==> config.mk <==
export PLATFORM = sky130hd
export DESIGN_NAME = sram_bram_resp
export DESIGN_NICKNAME = d
export VERILOG_FILES = /design/src/rtl/sram_bram_resp.sv
export SDC_FILE = /design/constraint.sdc
export NUM_CORES = 2
export LEC_CHECK = 0
export BUFFER_PORTS_ARGS = -buffer_cell sky130_fd_sc_hd__buf_2
export CORE_ASPECT_RATIO = 1.4
export CORE_UTILIZATION = 30
export CTS_BUF_LIST = sky130_fd_sc_hd__clkbuf_8
export CTS_CLUSTER_DIAMETER = 40
export DETAILED_ROUTE_END_ITERATION = 8
export PLACE_DENSITY = 0.52
export SLEW_MARGIN = 25
export SYNTH_ARGS = -nofsm -noshare
export SYNTH_HDL_FRONTEND = slang
export SYNTH_SLANG_ARGS = --single-unit
==> constraint.sdc <==
create_clock -name clk -period 13.6 [get_ports clk]
set_input_delay 2.72 -clock clk [delete_from_list [all_inputs] [get_ports clk]]
set_output_delay 2.72 -clock clk [all_outputs]
set_load 0.005 [all_outputs]
==> src/rtl/sram_bram_resp.sv <==
// Block-RAM responder for the sram_req/sram_ready interface.
// Clears its memory after every reset, then serves 16-bit reads and byte-masked writes.
module sram_bram_resp #(
    parameter int unsigned ADDR_W      = 8,
    parameter int unsigned WAIT_CYCLES = 1
) (
    input  logic        clk,
    input  logic        reset_,
    input  logic        sram_req,
    output logic        sram_ready,
    input  logic        sram_rd,
    input  logic [17:0] sram_addr,
    input  logic [1:0]  sram_be,
    input  logic [15:0] sram_wr_data,
    output logic        sram_rd_data_vld,
    output logic [15:0] sram_rd_data,
    output logic        init_done
);

    localparam int unsigned DEPTH = 1 << ADDR_W;
    localparam int unsigned CNT_W = (WAIT_CYCLES > 1) ? $clog2(WAIT_CYCLES + 1) : 1;

    localparam logic [1:0] ST_CLEAR = 2'd0;
    localparam logic [1:0] ST_IDLE  = 2'd1;
    localparam logic [1:0] ST_WAIT  = 2'd2;

    logic [1:0]        state, state_nxt;
    logic [ADDR_W-1:0] ptr, ptr_nxt;
    logic [CNT_W-1:0]  cnt, cnt_nxt;
    logic              clr_we_c;
    logic              accept_c;

    logic [15:0]       mem [DEPTH];
    logic              wr_en_c;
    logic [ADDR_W-1:0] wr_addr_c;
    logic [1:0]        wr_be_c;
    logic [15:0]       wr_data_c;
    logic [15:0]       rd_word;
    logic              rd_pend;

    // Upper address bits alias onto the implemented depth.
    logic unused_addr_hi;
    assign unused_addr_hi = ^sram_addr[17:ADDR_W];

    assign accept_c = sram_req && sram_ready;

    always_comb begin
        state_nxt = state;
        ptr_nxt   = ptr;
        cnt_nxt   = cnt;
        clr_we_c  = 1'b0;
        case (state)
            ST_CLEAR: begin
                clr_we_c = 1'b1;
                ptr_nxt  = ptr + ADDR_W'(1);
                if (&ptr) state_nxt = ST_IDLE;
            end
            ST_IDLE: begin
                if (accept_c && (WAIT_CYCLES != 0)) begin
                    state_nxt = ST_WAIT;
                    cnt_nxt   = CNT_W'(WAIT_CYCLES);
                end
            end
            ST_WAIT: begin
                if (cnt == CNT_W'(1)) state_nxt = ST_IDLE;
                else                  cnt_nxt   = cnt - CNT_W'(1);
            end
            default: state_nxt = ST_CLEAR;
        endcase
    end

    // Ready is registered from the next state so it never follows sram_req combinationally.
    always_ff @(posedge clk) begin
        if (!reset_) begin
            state      <= ST_CLEAR;
            ptr        <= '0;
            cnt        <= '0;
            sram_ready <= 1'b0;
            init_done  <= 1'b0;
        end else begin
            state      <= state_nxt;
            ptr        <= ptr_nxt;
            cnt        <= cnt_nxt;
            sram_ready <= (state_nxt == ST_IDLE);
            if ((state == ST_CLEAR) && (&ptr)) init_done <= 1'b1;
        end
    end

    // Clear sequence and initiator writes share the single BRAM write port.
    assign wr_en_c   = reset_ && (clr_we_c || (accept_c && !sram_rd));
    assign wr_addr_c = clr_we_c ? ptr : sram_addr[ADDR_W-1:0];
    assign wr_be_c   = clr_we_c ? 2'b11 : sram_be;
    assign wr_data_c = clr_we_c ? 16'h0000 : sram_wr_data;

    always_ff @(posedge clk) begin
        if (wr_en_c && wr_be_c[0]) mem[wr_addr_c][7:0]  <= wr_data_c[7:0];
        if (wr_en_c && wr_be_c[1]) mem[wr_addr_c][15:8] <= wr_data_c[15:8];
        rd_word <= mem[sram_addr[ADDR_W-1:0]];
    end

    // Two-stage read return: BRAM output register, then the held output word.
    always_ff @(posedge clk) begin
        if (!reset_) begin
            rd_pend          <= 1'b0;
            sram_rd_data_vld <= 1'b0;
            sram_rd_data     <= 16'h0000;
        end else begin
            rd_pend          <= accept_c && sram_rd;
            sram_rd_data_vld <= rd_pend;
            if (rd_pend) sram_rd_data <= rd_word;
        end
    end

endmodule
==> impl_metrics.env <==
export IMPL_post_synth_top_area_cell="edfxtp_1"
export IMPL_drtPass1Iterations=5
export IMPL_clock_power_share_pct=38.6
export IMPL_worstHoldPathType="reg -> reg"
export IMPL_r2r_slack_ns=8.83
export IMPL_ys_types=69
export IMPL_worst_pin_slew_ns=1.31
export IMPL_setup_tns_ns=0
export IMPL_switching_power_mw=5.47
export IMPL_nNetsFinal=8478
export IMPL_critPathRequiredTime_ns=14.31
export IMPL_async_reset_ff_share_pct=0
export IMPL_grt_max_degree=181
export IMPL_yosysWarnings=0
export IMPL_chipHeight_um=870
export IMPL_drt_iter0_markers=7625
export IMPL_placed_cells=14900
export IMPL_pwr_share_comb_pct=4.3
export IMPL_setup_ws_ns=7.03
export IMPL_nFillCells=50600
export IMPL_grt_pass1_wl_um=665000
export IMPL_path_class="in -> reg"
export IMPL_syn_avg_cell_area_um2=19.8
export IMPL_slowest_delay_ns=0.83
export IMPL_seqPwrFrac_pct=57.2
export IMPL_coreArea_um2=536000
export IMPL_critPathCaptureType="flop"
export IMPL_critPathTopFamily="buffers and inverters"
export IMPL_antenna_found_initial=25
export IMPL_area_delta_synth_final_pct=11.8
export IMPL_slew_headroom_pct=12.4
export IMPL_vias=82100
export IMPL_post_route_drc_count=0
export IMPL_rsz0062_at_grt="no"
export IMPL_die_w_um=622
export IMPL_gp_congestion=0.823
export IMPL_critPathMaxFanout=56
export IMPL_cts_setup_buffers=0
export IMPL_cp_start_kind="input port"
export IMPL_crit_arrival_ns=7.28
export IMPL_maxCapViolations=0
export IMPL_peakVddDrop_v=0.0000856
export IMPL_final_cells=15900
export IMPL_cts_sinks=4143
export IMPL_clockRootBuffer="clkbuf_8"
export IMPL_p_total_mw=24.2
export IMPL_power_density_nw_per_um2=134
export IMPL_synth_top_area_share_pct=76.2
export IMPL_synthFlopType="edfxtp_1"
export IMPL_io_buffers=48
export IMPL_worstPathBufferInverterCount=4
export IMPL_status="finished clean"
export IMPL_final_common_cell="edfxtp_1"
export IMPL_fin_skew_ns=0.0704
export IMPL_start_util_pct=30.1
export IMPL_layout_common_cells="4096 x edfxtp_1, 726 x mux4_2, 674 x mux2i_1, 616 x nor2_1, 609 x clkbuf_8"
export IMPL_syn_area_um2=161000
export IMPL_crit_chain="buf_8 -> buf_4 -> buf_4 -> nand3b_1 -> nand2_1 -> nand2_4 -> buf_4 -> nor2_1"
export IMPL_cts_buffers=585
export IMPL_drive_gt1_share_pct=20.0
export IMPL_ctsResizeCount=0
export IMPL_drv_slew=0
export IMPL_grt_pass1_vias=85900
export IMPL_syn_nets=8181
export IMPL_timing_fmax_mhz=152
export IMPL_switching_share_pct=22.6
export IMPL_grt_ovfl_total=0
export IMPL_cpMaxStageDelayCell="nor2_1"
export IMPL_regArea_um2=124000
export IMPL_dp_hpwl_um=290000
export IMPL_hold_violations=0
export IMPL_cellLeakagePower_nw=59.9
export IMPL_clock_latency_ns=1.11
export IMPL_pre_cts_ws_ns=5.89
export IMPL_fin_crit_sh_pct=48.3
export IMPL_p_int_mw=18.7
export IMPL_syn_inst=8140
export IMPL_clk_pin_slew_ns=0.07
export IMPL_hold_buffers=0
export IMPL_seq_area_frac_synth_pct=76.8
export IMPL_num_rows=318
export IMPL_cts_tree="yes"
export IMPL_wirelength_um=478000
export IMPL_track_usage_pct=17.2
export IMPL_ys_seq_elements=4143
export IMPL_cp_common_cell="buf_4"
export IMPL_routed_via_density=5.15
export IMPL_cts_max_path_buffers=4
export IMPL_ant_nets=0
export IMPL_period_needed_ns=6.57
export IMPL_ios=59
export IMPL_htree_levels=6
export IMPL_post_drt_wl_per_cell_um=30.0
export IMPL_synth_edf_count=4096
export IMPL_multi_input_area_um2=34900
export IMPL_setup_viol=0
export IMPL_die_area_um2=541000
export IMPL_synth_top_cells_by_area="edfxtp_1 76%, mux4_2 10%, mux2i_1 4.2%"
## path summary, 6_finish.rpt
path / startpoint / to / cells after the start
setup reg to reg: sram_ready / mem[75][8] / 6
hold / removal: init_done / init_done / 1
setup / recovery: sram_addr[1] / mem[210][2] / 8
hold reg to reg: init_done / init_done / 1
## cells in the mapped netlist, drive strengths merged (12+ instances only)
| library cell | count |
|---|---|
| nand3b | 12 |
| o21ai | 88 |
| mux4 | 726 |
| nor2b | 46 |
| o221ai | 123 |
| and2 | 29 |
| nor4 | 60 |
| a22oi | 85 |
| or3 | 21 |
| a2111oi | 13 |
| o22ai | 185 |
| nor3 | 181 |
| dfxtp | 47 |
| o211ai | 17 |
| mux2i | 674 |
| nand2b | 20 |
| nand2 | 163 |
| buf | 275 |
| a21oi | 104 |
| a31oi | 18 |
| a221oi | 37 |
| clkbuf | 247 |
| nand4 | 67 |
| o22a | 12 |
| nor2 | 623 |
| edfxtp | 4096 |
| a211oi | 14 |
| nand3 | 51 |
## power by group through the flow
stage                     Clock, mW  Sequential [mW]  Combinational, mW
final                          9.33             13.8               1.03
after global placement            0             14.1               1.04
after floorplan                   0             14.1              0.626
after CTS                      9.52             13.8               1.04
after global routing           9.99             13.8               1.06
after detailed placement          0             14.1               1.04
## area by class of cell
| class | instances | area share, % |
|---|---|---|
| multi-input combinational | 3472 | 19.3 |
| timing repair buffer | 232 | 1.11 |
| tap | 7040 | 4.88 |
| sequential | 4143 | 68.7 |
| antenna | 10 | 0.0139 |
| inverter | 3 | 0.0104 |
| clock inverter | 433 | 1.35 |
| clock buffer | 608 | 4.64 |
## through the flow
| step | hold WS (ns) | util [%] | instance area (um^2) |
|---|---|---|---|
| 2_1_floorplan | 0.463 | - | 161000 |
| 3_3_place_gp | 0.461 | 31.7 | 170000 |
| 3_5_place_dp | 0.461 | 31.7 | 170000 |
| 4_1_cts | 0.489 | 33.7 | 180000 |
| 5_1_grt | 0.514 | 33.7 | 180000 |
| 6_report | 0.484 | 33.7 | 180000 |
## kinds of logic (layout without fill, tap and decap cells)
family                     Yosys count  count (layout)  share of synthesized area, %
and+or+nand+nor                   1308            1308                          3.72
xor gates and xnor gates             7               7                        0.0380
AOI/OAI and AO/OA                  746             746                          3.23
buffers and inverters              525            1276                          1.82
DFF                               4143            4143                          76.8
muxes                             1410            1410                          14.4
adders and majority gates            1               1                       0.00775
other                                0              10                             0
## flip-flops by register name, summed over array words and instances, names as in the netlist
signal,count
rd_word,16
state,2
sram_rd_data_vld,1
init_done,1
sram_rd_data,16
ptr,8
mem,4096
cnt,1
sram_ready,1
rd_pend,1
## per-layer routing
metal / up-vias / track usage [%] / wire length [um]
li1: 34200 / - / -
met1: 44000 / 20.0 / 176000
met2: 3056 / 31.3 / 252000
met3: 847 / 2.50 / 27500
met4: 4 / 7.35 / 22200
met5: - / 0 / 23
Power figures use the tool's default switching activity.
